<file path="config.mk">
export PLATFORM = sky130hd
export DESIGN_NAME = if_stage
export DESIGN_NICKNAME = d
export VERILOG_FILES = /design/src/rtl/if_stage.sv
export SDC_FILE = /design/constraint.sdc
export NUM_CORES = 1
export LEC_CHECK = 0
export CAP_MARGIN = 15
export CORE_ASPECT_RATIO = 2
export CORE_MARGIN = 4
export CORE_UTILIZATION = 57
export DETAILED_ROUTE_END_ITERATION = 12
export GPL_ROUTABILITY_DRIVEN = 0
export GPL_TIMING_DRIVEN = 0
export MAX_ROUTING_LAYER = met4
export PLACE_DENSITY_LB_ADDON = 0.12
export SKIP_LAST_GASP = 1
export SLEW_MARGIN = 5
export SYNTH_ARGS = -nofsm -noshare
export SYNTH_HDL_FRONTEND = slang
export SYNTH_SLANG_ARGS = --single-unit
</file>
<file path="constraint.sdc">
create_clock -name CLK -period 20.6 [get_ports CLK]
set_clock_uncertainty 0.05 [all_clocks]
set_input_delay 2.06 -clock CLK [delete_from_list [all_inputs] [get_ports CLK]]
set_output_delay 2.06 -clock CLK [all_outputs]
set_load 0.02 [all_outputs]
</file>
<file path="src/rtl/if_stage.sv">
// Instruction-fetch stage: owns the PC, runs the instruction-memory handshake and
// registers the fetched word, its PC and PC+4 into the IF/ID boundary.
module if_stage #(
    parameter logic [31:0] RESET_PC = 32'h0000_0000,
    parameter logic [31:0] NOP_INST = 32'h0000_0013
) (
    input  logic        CLK,
    input  logic        RESET,
    input  logic        stall,
    input  logic        branch_taken,
    input  logic [31:0] branch_target,
    output logic [31:0] imem_addr,
    output logic        imem_read,
    input  logic [31:0] imem_readdata,
    input  logic        imem_busywait,
    output logic [31:0] if_inst,
    output logic [31:0] if_pc,
    output logic [31:0] if_pc4,
    output logic        if_valid
);

    typedef enum logic [1:0] {FETCH, HOLD, DRAIN} state_t;

    state_t      state;
    logic [31:0] pc;
    logic [31:0] hold_inst;
    logic [31:0] hold_pc;
    logic [31:0] redirect_pc;
    logic        completion;
    logic [31:0] pc_plus4;

    // The read request drops while RESET is high so an in-flight access is abandoned.
    assign imem_read  = ~RESET & (state != HOLD);
    assign imem_addr  = pc;
    assign completion = imem_read & ~imem_busywait;
    assign pc_plus4   = pc + 32'd4;

    always_ff @(posedge CLK or posedge RESET) begin
        if (RESET) begin
            state       <= FETCH;
            pc          <= RESET_PC;
            hold_inst   <= '0;
            hold_pc     <= '0;
            redirect_pc <= '0;
            if_inst     <= NOP_INST;
            if_pc       <= '0;
            if_pc4      <= '0;
            if_valid    <= 1'b0;
        end else if (branch_taken) begin
            // Redirect flushes the IF/ID boundary regardless of stall.
            if_valid <= 1'b0;
            if_inst  <= NOP_INST;
            case (state)
                FETCH: begin
                    if (completion) begin
                        pc    <= branch_target;
                        state <= FETCH;
                    end else begin
                        redirect_pc <= branch_target;
                        state       <= DRAIN;
                    end
                end
                HOLD: begin
                    pc    <= branch_target;
                    state <= FETCH;
                end
                DRAIN: begin
                    // A new redirect on the drain's final cycle goes straight to the newest target.
                    if (completion) begin
                        pc    <= branch_target;
                        state <= FETCH;
                    end else begin
                        redirect_pc <= branch_target;
                    end
                end
                default: state <= FETCH;
            endcase
        end else begin
            case (state)
                FETCH: begin
                    if (completion) begin
                        pc <= pc_plus4;
                        if (stall) begin
                            hold_inst <= imem_readdata;
                            hold_pc   <= pc;
                            state     <= HOLD;
                        end else begin
                            if_inst  <= imem_readdata;
                            if_pc    <= pc;
                            if_pc4   <= pc_plus4;
                            if_valid <= 1'b1;
                        end
                    end else if (!stall) begin
                        if_valid <= 1'b0;
                        if_inst  <= NOP_INST;
                    end
                end
                HOLD: begin
                    if (!stall) begin
                        if_inst  <= hold_inst;
                        if_pc    <= hold_pc;
                        if_pc4   <= hold_pc + 32'd4;
                        if_valid <= 1'b1;
                        state    <= FETCH;
                    end
                end
                DRAIN: begin
                    if (completion) begin
                        pc    <= redirect_pc;
                        state <= FETCH;
                    end
                end
                default: state <= FETCH;
            endcase
        end
    end

endmodule

</file>
**After elaboration in Yosys (flattened, before gate mapping)**

Cells that the tools add are included.

- Reductions and logical operators: 12
- Multiplexer cells: 33
- Bitwise logic cells: 6
- Equality and inequality tests: 14
- Add/sub/neg operators: 2

Operators by type and width:

| operator | count |
|---|---|
| $mux 32 | 15 |
| $pmux 32 s2 | 5 |
| $add 32x3->32 const B | 2 |
| $ne 3x3->1 const B | 5 |
| $mux 2 | 6 |
| $reduce_and 5->1 | 2 |
| $reduce_and 3->1 | 3 |
| $ne 2x2->1 const B | 3 |
| $ne 3x2->1 const B | 2 |
| $pmux 2 s3 | 1 |
| $reduce_bool 3->1 | 2 |
| $mux 1 | 4 |
| $ne 4x4->1 const B | 1 |
| $not 1->1 | 4 |
| $pmux 2 s2 | 1 |
| $reduce_and 4->1 | 1 |
| $and 1x1->1 | 2 |
| $eq 2x1->1 const B | 1 |
| $eq 2x2->1 const B | 1 |
| $logic_not 2->1 | 1 |
| $ne 2x1->1 const B | 1 |
| $pmux 1 s2 | 1 |
| $reduce_and 2->1 | 1 |
| $reduce_bool 2->1 | 1 |
| $reduce_or 2->1 | 1 |

- Logic and storage cells: 76
- Output and inout bits: 130
- Flip-flop bits (word level): 227
- Bits of input ports: 69

**Depth between registers and ports, before layout**

- Depth after elaboration: 6
- Mapped depth: 8

**Worst setup path before layout**

Ideal clock, no wire load.

- Path type: input -> output
- Start point: in RESET
- End point: out imem_read
- Arrival: 2.353 ns
- Slack: 16.137 ns
- Stages on the path: 1
- Cell sequence: nor2_1

- Cells in the longest elaborated chain, start to end: 2

Ends and longest elaborated chain:

| what | RTL line | RTL |
|---|---|---|
| from (decl) | 8 | `input logic RESET,` |
| $not 1->1 | 33 | `assign imem_read = ~RESET & (state != HOLD);` |
| $and 1x1->1 | 33 |  |
| to (decl) | 13 | `output logic imem_read,` |

No other way between the ends.

**Worst setup path in the final report**

Same ends and word-level chain as after synthesis.

==> tab_implementation.tex <==
\begin{tabular}{lr}
\hline
Metric & Value \\
\hline
\multicolumn{2}{l}{\textbf{Yosys}} \\
Number of distinct standard cells referenced by the synthesized netlist & 63 \\
Dominant synthesized flop cell & sky130\_fd\_sc\_hd\_\_dfrtp\_1 \\
Cells after Synth & 1,104 \\
Share of synthesized flip-flops with an asynchronous set or reset & 100\% \\
Post-synthesis cell area & 0.0110 sq mm \\
Share of synthesized area occupied by flip-flops and latches & 51.2\% \\
Post-synthesis net count & 1,175 \\
Count of flip-flops with a built-in enable after synthesis & 0 \\
Count of synthesis-stage warnings from yosys & 0 \\
Synthesized flop and latch total & 225 \\
Post-synthesis area per instance & 9.97 sq um \\
\multicolumn{2}{l}{\textbf{Floorplan}} \\
Die ar. & 0.0217 sq mm \\
DIE WIDTH & 106 um \\
I/O pin total & 199 \\
Effective utilization at floorplan & 58.2\% \\
Die height & 205 um \\
Number of cell rows & 71 \\
Std-Cell Core Area & 0.0189 sq mm \\
\multicolumn{2}{l}{\textbf{Global route}} \\
Tot GR Track Use & 32.1\% \\
Vias in the first global route & 9,821 \\
Wire length of the first global-routing pass & 52,800 um \\
Pin count of the biggest net entering global routing & 96 \\
Number of antenna violations at the first check in global routing & 0 \\
Total global routing overflow & 0 \\
\multicolumn{2}{l}{\textbf{Timing}} \\
Worst Slack Setup Final & 15,040 ps \\
Number of hold-slack violations in the final timing report & 0 \\
Final cycle utilization of the critical path & 27.0\% \\
Upper clock frequency limit & 180 MHz \\
RSZ-0062 raised after global routing & no \\
Slew Viols, Final & 0 \\
Final setup violating endpoints & 0 \\
Post-route setup TNS & 0 ps \\
Tightest slew margin relative to the limit & 45.7\% \\
Time the worst path needs with I/O delays and setup & 5560 ps \\
Slew at the pin closest to its max-slew limit & 815 ps \\
\multicolumn{2}{l}{\textbf{Power}} \\
Total power divided by cell area & 108 mW/mm\^{}2 \\
Cell leakage power & 5.86 nW \\
Total power draw & 1.53 mW \\
Maximum ir drop on the vdd rail & 0.0763 mV \\
\multicolumn{2}{l}{\textbf{Place}} \\
Port Buf Inserts & 197 \\
Worst slack after detailed placement & 15,070 ps \\
DP Wirelength & 25,500 um \\
\multicolumn{2}{l}{\textbf{Critical path}} \\
Arrival time worst endpoint & 3450 ps \\
Maximum net fanout on the critical path & 6 \\
Crit path capture type & output port \\
Crit path required time & 18,490 ps \\
Startpoint Class & input port \\
Setup CP Type & in2out \\
\multicolumn{2}{l}{\textbf{Clocking}} \\
H-tree lvl count & 1 \\
Number of buffers inserted during clock tree synthesis & 21 \\
CTS clock-pin slew for the worst setup and hold paths & 60 ps \\
Hold buffer count at cts & 0 \\
Sink Count & 225 \\
Clock tree from TritonCTS & yes \\
Number of instances resized during post-cts repair & 0 \\
CTS root buf & sky130\_fd\_sc\_hd\_\_clkbuf\_16 \\
CTS Buffer Depth & 3 \\
Setup Buffers After CTS & 0 \\
Latest clock arrival within the worst-skew pair & 500 ps \\
\multicolumn{2}{l}{\textbf{Layout}} \\
Commonest cells after routing, fill and taps aside & 222 x sky130\_fd\_sc\_hd\_\_dfrtp\_1, 197 x sky130\_fd\_sc\_hd\_\_clkdlybuf4s50\_1, 166 x sky130\_fd\_sc\_hd\_\_nand2\_1 \\
Area growth, synth to finish & 27.9\% \\
Most common library cell in the layout ignoring fill and taps & sky130\_fd\_sc\_hd\_\_dfrtp\_1 \\
Layout cell share with drive strength beyond 1 & 13.2\% \\
N\_diodes & 0 \\
Final net count & 1,397 \\
\multicolumn{2}{l}{\textbf{Drt}} \\
DRT antenna net count & 0 \\
Post-route DRC violation count & 0 \\
1st-iter DRT viols & 549 \\
Vias per inst & 5.95 \\
Routed via count & 9,480 \\
Drt pass-1 iters & 5 \\
Wire length per cell after detailed routing & 21.1 um \\
Total routed wirelength & 33,600 um \\
\multicolumn{2}{l}{\textbf{Hold path}} \\
Worst min path class & reg2reg \\
\multicolumn{2}{l}{\textbf{Run status}} \\
Outcome & complete, no violations \\
\multicolumn{2}{l}{\textbf{Flow run}} \\
Maximum Capacitance Violations & 0 \\
\hline
\end{tabular}
-- registers in the layout, indices dropped and copies added (netlist names) --
register	cells
state	2
if_valid	1
hold_pc	32
imem_addr	32
if_pc4	30
redirect_pc	32
hold_inst	32
if_inst	32
if_pc	32
-- power by group --
part | internal (mW) | switching [mW] | leakage (nW)
registers | 0.550 | 0.108 | 2.79
logic | 0.222 | 0.235 | 2.72
clock network | 0.241 | 0.170 | 0.352
-- layer usage --
layer / wire, um / up-vias / share of wire, % / global-route usage (%)
met4: 2290 / 0 / 6.8 / 19.4
met2: 17600 / 395 / 52 / 55.7
met5: 0 / - / 0 / -
met1: 12100 / 4544 / 36 / 34.7
li1: - / 4414 / - / -
met3: 1660 / 127 / 4.9 / 3.88
-- cell usage after synthesis (18+ instances only) --
| cell | instances | share of area (%) |
|---|---|---|
| sky130_fd_sc_hd__mux2_2 | 88 | 9.0 |
| sky130_fd_sc_hd__a22oi_1 | 29 | 2.0 |
| sky130_fd_sc_hd__buf_2 | 31 | 1.4 |
| sky130_fd_sc_hd__nor2_1 | 79 | 2.7 |
| sky130_fd_sc_hd__and3_1 | 22 | 1.2 |
| sky130_fd_sc_hd__a31oi_1 | 38 | 2.2 |
| sky130_fd_sc_hd__dfrtp_1 | 222 | 50 |
| sky130_fd_sc_hd__xnor2_1 | 26 | 2.1 |
| sky130_fd_sc_hd__o21ai_0 | 92 | 4.2 |
| sky130_fd_sc_hd__clkbuf_1 | 41 | 1.4 |
| sky130_fd_sc_hd__nor3_1 | 18 | 0.82 |
| sky130_fd_sc_hd__nand2_1 | 166 | 5.7 |
| sky130_fd_sc_hd__a21oi_1 | 43 | 2.0 |
-- final cells by class --
| type | instances | area [sq um] |
|---|---|---|
| Multi-Input combinational cell | 779 | 4950 |
| Inverter | 15 | 63.8 |
| Buffer | 85 | 375 |
| Sequential cell | 225 | 5630 |
| Timing Repair Buffer | 199 | 2030 |
| Tap cell | 255 | 319 |
| Fill cell | 1426 | 4840 |
| Clock buffer | 27 | 588 |
| Clock inverter | 8 | 133 |
-- through the flow --
| step | instances | hold WS [ps] | utilization, % | cell area (sq um) |
|---|---|---|---|---|
| after floorplan | 1104 | 421 | - | 11000 |
| after global placement | 1556 | 409 | 70.3 | 13300 |
| after detailed placement | 1558 | 419 | 70.6 | 13400 |
| after CTS | 1593 | 432 | 74.4 | 14100 |
| after global routing | 1593 | 445 | 74.4 | 14100 |
| final | 1593 | 425 | 74.4 | 14100 |
-- final timing paths --
path / start / endpoint / slack, ps / cells past startpoint
min in group asynchronous: RESET / hold_inst[17] / 2020 / 2
max in group asynchronous: RESET / imem_addr[30] / 17290 / 4
worst max-delay path: RESET / imem_read / 15040 / 3
worst min-delay path: if_inst[22] / if_inst[22] / 420 / 2
worst min register to register: if_inst[22] / if_inst[22] / 420 / 2
worst max register to register: state[0] / imem_addr[21] / 17850 / 7
-- worst max-delay path, cell delays in order --
cell,delay [ps]
sky130_fd_sc_hd__clkdlybuf4s50_1,580
sky130_fd_sc_hd__nor2_1,160
sky130_fd_sc_hd__clkdlybuf4s50_1,640
-- logic make-up after synthesis --
logic type	share of synthesized area (%)
AOI/OAI and AO/OA	15.7
xor gates and xnor gates	3.34
adders and majority gates	0.227
buffers and inverters	3.92
DFF	51.2
muxes	9.54
and+or+nand+nor	16.1
Power figures use the tool's default switching activity.
==> variant 1 (same flow settings) <==
Make the reset (`RESET`) synchronous in one clocked block.
--- a/src/rtl/if_stage.sv
+++ b/src/rtl/if_stage.sv
@@ -37,3 +37,3 @@
 
-    always_ff @(posedge CLK or posedge RESET) begin
+    always_ff @(posedge CLK) begin
         if (RESET) begin
Check against the original RTL: differs if RESET is asserted again (counterexample within 4 cycles, from zero or initial values and one cycle with RESET high); with RESET held inactive, the same outputs for 4 cycles.
==> variant 1 against the unedited design <==
  * Sequential share of layout area is 7.2 points lower
  * Maximum frequency is 7.1% lower
  * Critical path type unchanged
  * Wire length is 19% higher
  * Count of clock-buffer cells in the layout is 1 higher
  * Area after synthesis is 1.9% lower
  * Worst hold slack worse by 20 ps
  * Setup slack worse by 420 ps
  * Critical endpoint unchanged
  * Sequential cell count stayed put
  * Largest cell class is now multi-input combinational cells
  * Highest routed layer unchanged
  * Final area is 2.5% lower
Power is not compared: it rests on default switching activity, and its combinational part moved more than twofold at a synthesized area within 25%.
==> variant 1: results (changes against the unedited design) <==
stage;metric;value;unit;change
outcome;outcome;finished clean;;
setup_path;Crit path arrival time;3870;ps;+420 ps
clocking;TritonCTS Buffers;20;;-4.8%
placed_design;DP Cell Count;1859;;+19%
drt;via count;11900;;+26%
logic_synthesis;ys async rst share;0;%;-100 points
drt;iteration count of the initial detailed-routing pass;6;;+1
sta;final hold slack;404;ps;-20.3 ps
finish;share of layout cells above drive strength 1;5.67;%;-7.6 points
global_routing;global-route wire length before repair;62100;um;+18%
finish;Nets;1697;;+21%
setup_path;R2R Setup Slk;17600;ps;-250 ps
drt;First DRT Iteration DRCs;1107;;+100%
placed_design;Cell Area, Placed;13100;um2;-2.1%
placed_design;Place WS;14640;ps;-423 ps
drt;number of vias per cell;6.30;;+5.9%
logic_synthesis;Yosys cell types;68;;+7.9%
logic_synthesis;post-synth top area share;41.7;%;-8.8 points
logic_synthesis;Synth Flop Type;dfxtp_1;;
logic_synthesis;mux cell area share after synthesis;0.289;%;-9.3 points
logic_synthesis;Post-synth top cells;nand2_1, dfxtp_1, a21oi_1;;
global_routing;vias in the first global route;11600;;+18%
logic_synthesis;ranking of synthesized cells by area;dfxtp_1, nand2_1, a21oi_1;;
logic_synthesis;xor and xnor area share after synthesis;1.94;%;-1.4 points
setup_path;CP Max Fanout;10;;+4
placed_design;PortBufs;196;;-0.51%
worst_hold_path;hold path startpoint;if_pc4[2];;
logic_synthesis;syn nets;1479;;+26%
global_routing;GRT Util Overall;37.6;%;+5.6 points
worst_hold_path;Hold EP;if_pc4[2];;
global_routing;largest net degree at the start of global routing;17;;-82%
logic_synthesis;sequential-to-total area share from yosys stat;41.7;%;-9.5 points
==> variant 1: changes by cell type in the layout (fill, tap and decap cells not counted), moves of 38 or more <==
cell,change
dfxtp_1,+225
dfrtp_1,-222
nand2_1,+162
a21oi_1,+92
mux2_2,-87
clkbuf_1,+58
o21ai_0,-51
nor3_1,+43
a221oi_1,+38
==> variant 1: per-layer routing <==
metal,up-vias,global-route usage [%],wire length (um)
li1,5465,-,-
met5,-,-,0
met1,5400,37.1,12600
met4,0,28.6,3680
met3,259,6.62,3570
met2,819,65.0,20100
==> variant 1: report_power, final <==
group          total (mW)  leakage [nW]  switching, mW  internal (mW)
Combinational       0.143          2.40         0.0861         0.0568
Clock               0.382         0.319          0.171          0.211
Sequential          0.463          1.83         0.0128          0.450
Total               0.988          4.55          0.270          0.718
==> variant 1: layout make-up <==
| class | count | area, um2 | share of cell area (%) |
|---|---|---|---|
| clock inverter | 8 | 70.1 | 0.510 |
| timing repair buffer | 196 | 1960 | 14.3 |
| clock buffer | 28 | 582 | 4.23 |
| tap | 255 | 319 | 2.32 |
| sequential | 225 | 4500 | 32.8 |
| buffer | 137 | 656 | 4.77 |
| multi-input combinational | 1031 | 5590 | 40.7 |
| inverter | 15 | 56.3 | 0.410 |
==> variant 1: worst max path at each step <==
stage | slack [ps] | end | cells after the start | startpoint
6_report | 14620 | imem_read | 5 | RESET
2_1_floorplan | 15500 | imem_read | 4 | RESET
5_1_grt | 14500 | imem_read | 5 | RESET
3_5_place_dp | 14640 | imem_read | 5 | RESET
4_1_cts | 14650 | imem_read | 5 | RESET
3_3_place_gp | 14670 | imem_read | 5 | RESET
==> variant 1: worst max-delay path, stage by stage <==
cell,delay [ps]
clkbuf_1,240
clkbuf_1,440
clkbuf_1,440
nor2_1,100
clkdlybuf4s50_1,580
==> variant 2 (same flow settings) <==
Without the edit above. Change the parameter `NOP_INST` from 32'h0000_0013 to 32'h00000012.
--- a/src/rtl/if_stage.sv
+++ b/src/rtl/if_stage.sv
@@ -4,3 +4,3 @@
     parameter logic [31:0] RESET_PC = 32'h0000_0000,
-    parameter logic [31:0] NOP_INST = 32'h0000_0013
+    parameter logic [31:0] NOP_INST = 32'h00000012
 ) (
Check against the original RTL: not equivalent (a bounded check fails within 4 cycles, from zero or initial values and one cycle with RESET high).
==> variant 2 against the unedited design <==
  * Wire length increased by 2.1%
  * Worst hold slack improved by 3.2 ps
  * Sequential cell count unchanged
  * Power decreased by 1.1%
  * Sequential power decreased by 3%
  * Critical path depth increased by 3
  * Count of clock-buffer cells in the layout increased by 1
  * Final area decreased by 0.45%
  * Maximum frequency increased by 4.2%
  * Area after synthesis decreased by 0.61%
  * Non-clock buffer count increased by 3
  * Setup slack improved by 220 ps
  * Critical path type is now reg -> out
  * Largest cell class unchanged
==> variant 2: results (changes against the unedited design) <==
stage;metric;value;unit;change
global_routing;initial antenna violation count;1;;+1
drt;via count;9718;;+2.5%
clocking;# resized after CTS;0;;unchanged
sta;final hold slack;428;ps;+3.23 ps
setup_path;CP max stage delay;580;ps;-60 ps
power_and_ir_drop;VDD IR max;0.0000721;V;-5.5%
drt;WL/cell;21.6;um;+2.3%
logic_synthesis;Cells after Synth;1098;;-0.54%
logic_synthesis;mux cell area share after synthesis;10.4;%;+0.84 points
finish;Fill cells;1405;;-1.5%
logic_synthesis;Yosys cell types;61;;-3.2%
drt;met3 WL post-DR;2140;um;+29%
finish;Nets;1391;;-0.43%
power_and_ir_drop;leak pwr;5.74;nW;-2.0%
setup_path;Crit path arrival time;3220;ps;-230 ps
logic_synthesis;xor and xnor area share after synthesis;3.92;%;+0.58 points
logic_synthesis;post-synthesis compound-gate area fraction;14.9;%;-0.80 points
worst_hold_path;Hold EP;if_inst[20];;
drt;First DRT Iteration DRCs;693;;+26%
drt;wire length on met2;18000;um;+2.3%
global_routing;GRT Util Overall;32.5;%;+0.40 points
setup_path;CP Max Fanout;10;;+4
global_routing;vias in the first global route;9881;;+0.61%
logic_synthesis;sequential-to-total area share from yosys stat;51.5;%;+0.30 points
placed_design;detailed placement HPWL;26000;um;+2.1%
global_routing;GRT met2 Usage;56.7;%;+0.97 points
setup_path;critical path type;reg -> out;;
sta;Final Cycle Share;25.9;%;-1.1 points
logic_synthesis;Post-synth top cells;dfrtp_1, nand2_1, mux2_2;;
outcome;outcome;finished clean;;
global_routing;global-route wire length before repair;52700;um;-0.22%
sta;Slew headroom;28.0;%;-18 points
setup_path;R2R Path End;if_pc[25];;
logic_synthesis;Adder-Cell Fraction of Synth Area;0.229;%;+0.0014 points
setup_path;R2R Setup Slk;17830;ps;-20 ps
worst_hold_path;hold path startpoint;if_inst[20];;
logic_synthesis;syn nets;1169;;-0.51%
logic_synthesis;ranking of synthesized cells by area;dfrtp_1, mux2_2, nand2_1;;
finish;non-filler cells, final;1590;;-0.19%
variant 2: cell types whose count changed in the layout (fill, tap and decap cells not counted), moves of 5 or more:
cell and delta:
nand2_1 +6, o21ai_0 -12, xor2_1 +6, a211oi_1 -5, inv_1 -8, and3_1 -8, o31a_1 -6, nand3_1 +12
buf_2 -14, o31ai_1 +5, a221oi_1 +5, clkbuf_1 +22, nand4_1 +6
variant 2: area by class of cell:
cell class | instances | area, um2 | area share (%)
Clock buffer | 28 | 592 | 4.22
Buffer | 88 | 368 | 2.62
Multi-Input combinational cell | 778 | 4920 | 35.1
Timing Repair Buffer | 199 | 2030 | 14.5
Inverter | 7 | 33.8 | 0.241
Tap cell | 255 | 319 | 2.28
Clock inverter | 9 | 130 | 0.928
Antenna cell | 1 | 2.50 | 0.0178
Sequential cell | 225 | 5630 | 40.2
variant 2: where the power goes:
part           total (mW)  switching (mW)  internal (mW)
registers           0.640          0.0915          0.548
logic               0.458           0.239          0.219
clock network       0.412           0.171          0.241
total                1.51           0.501           1.01
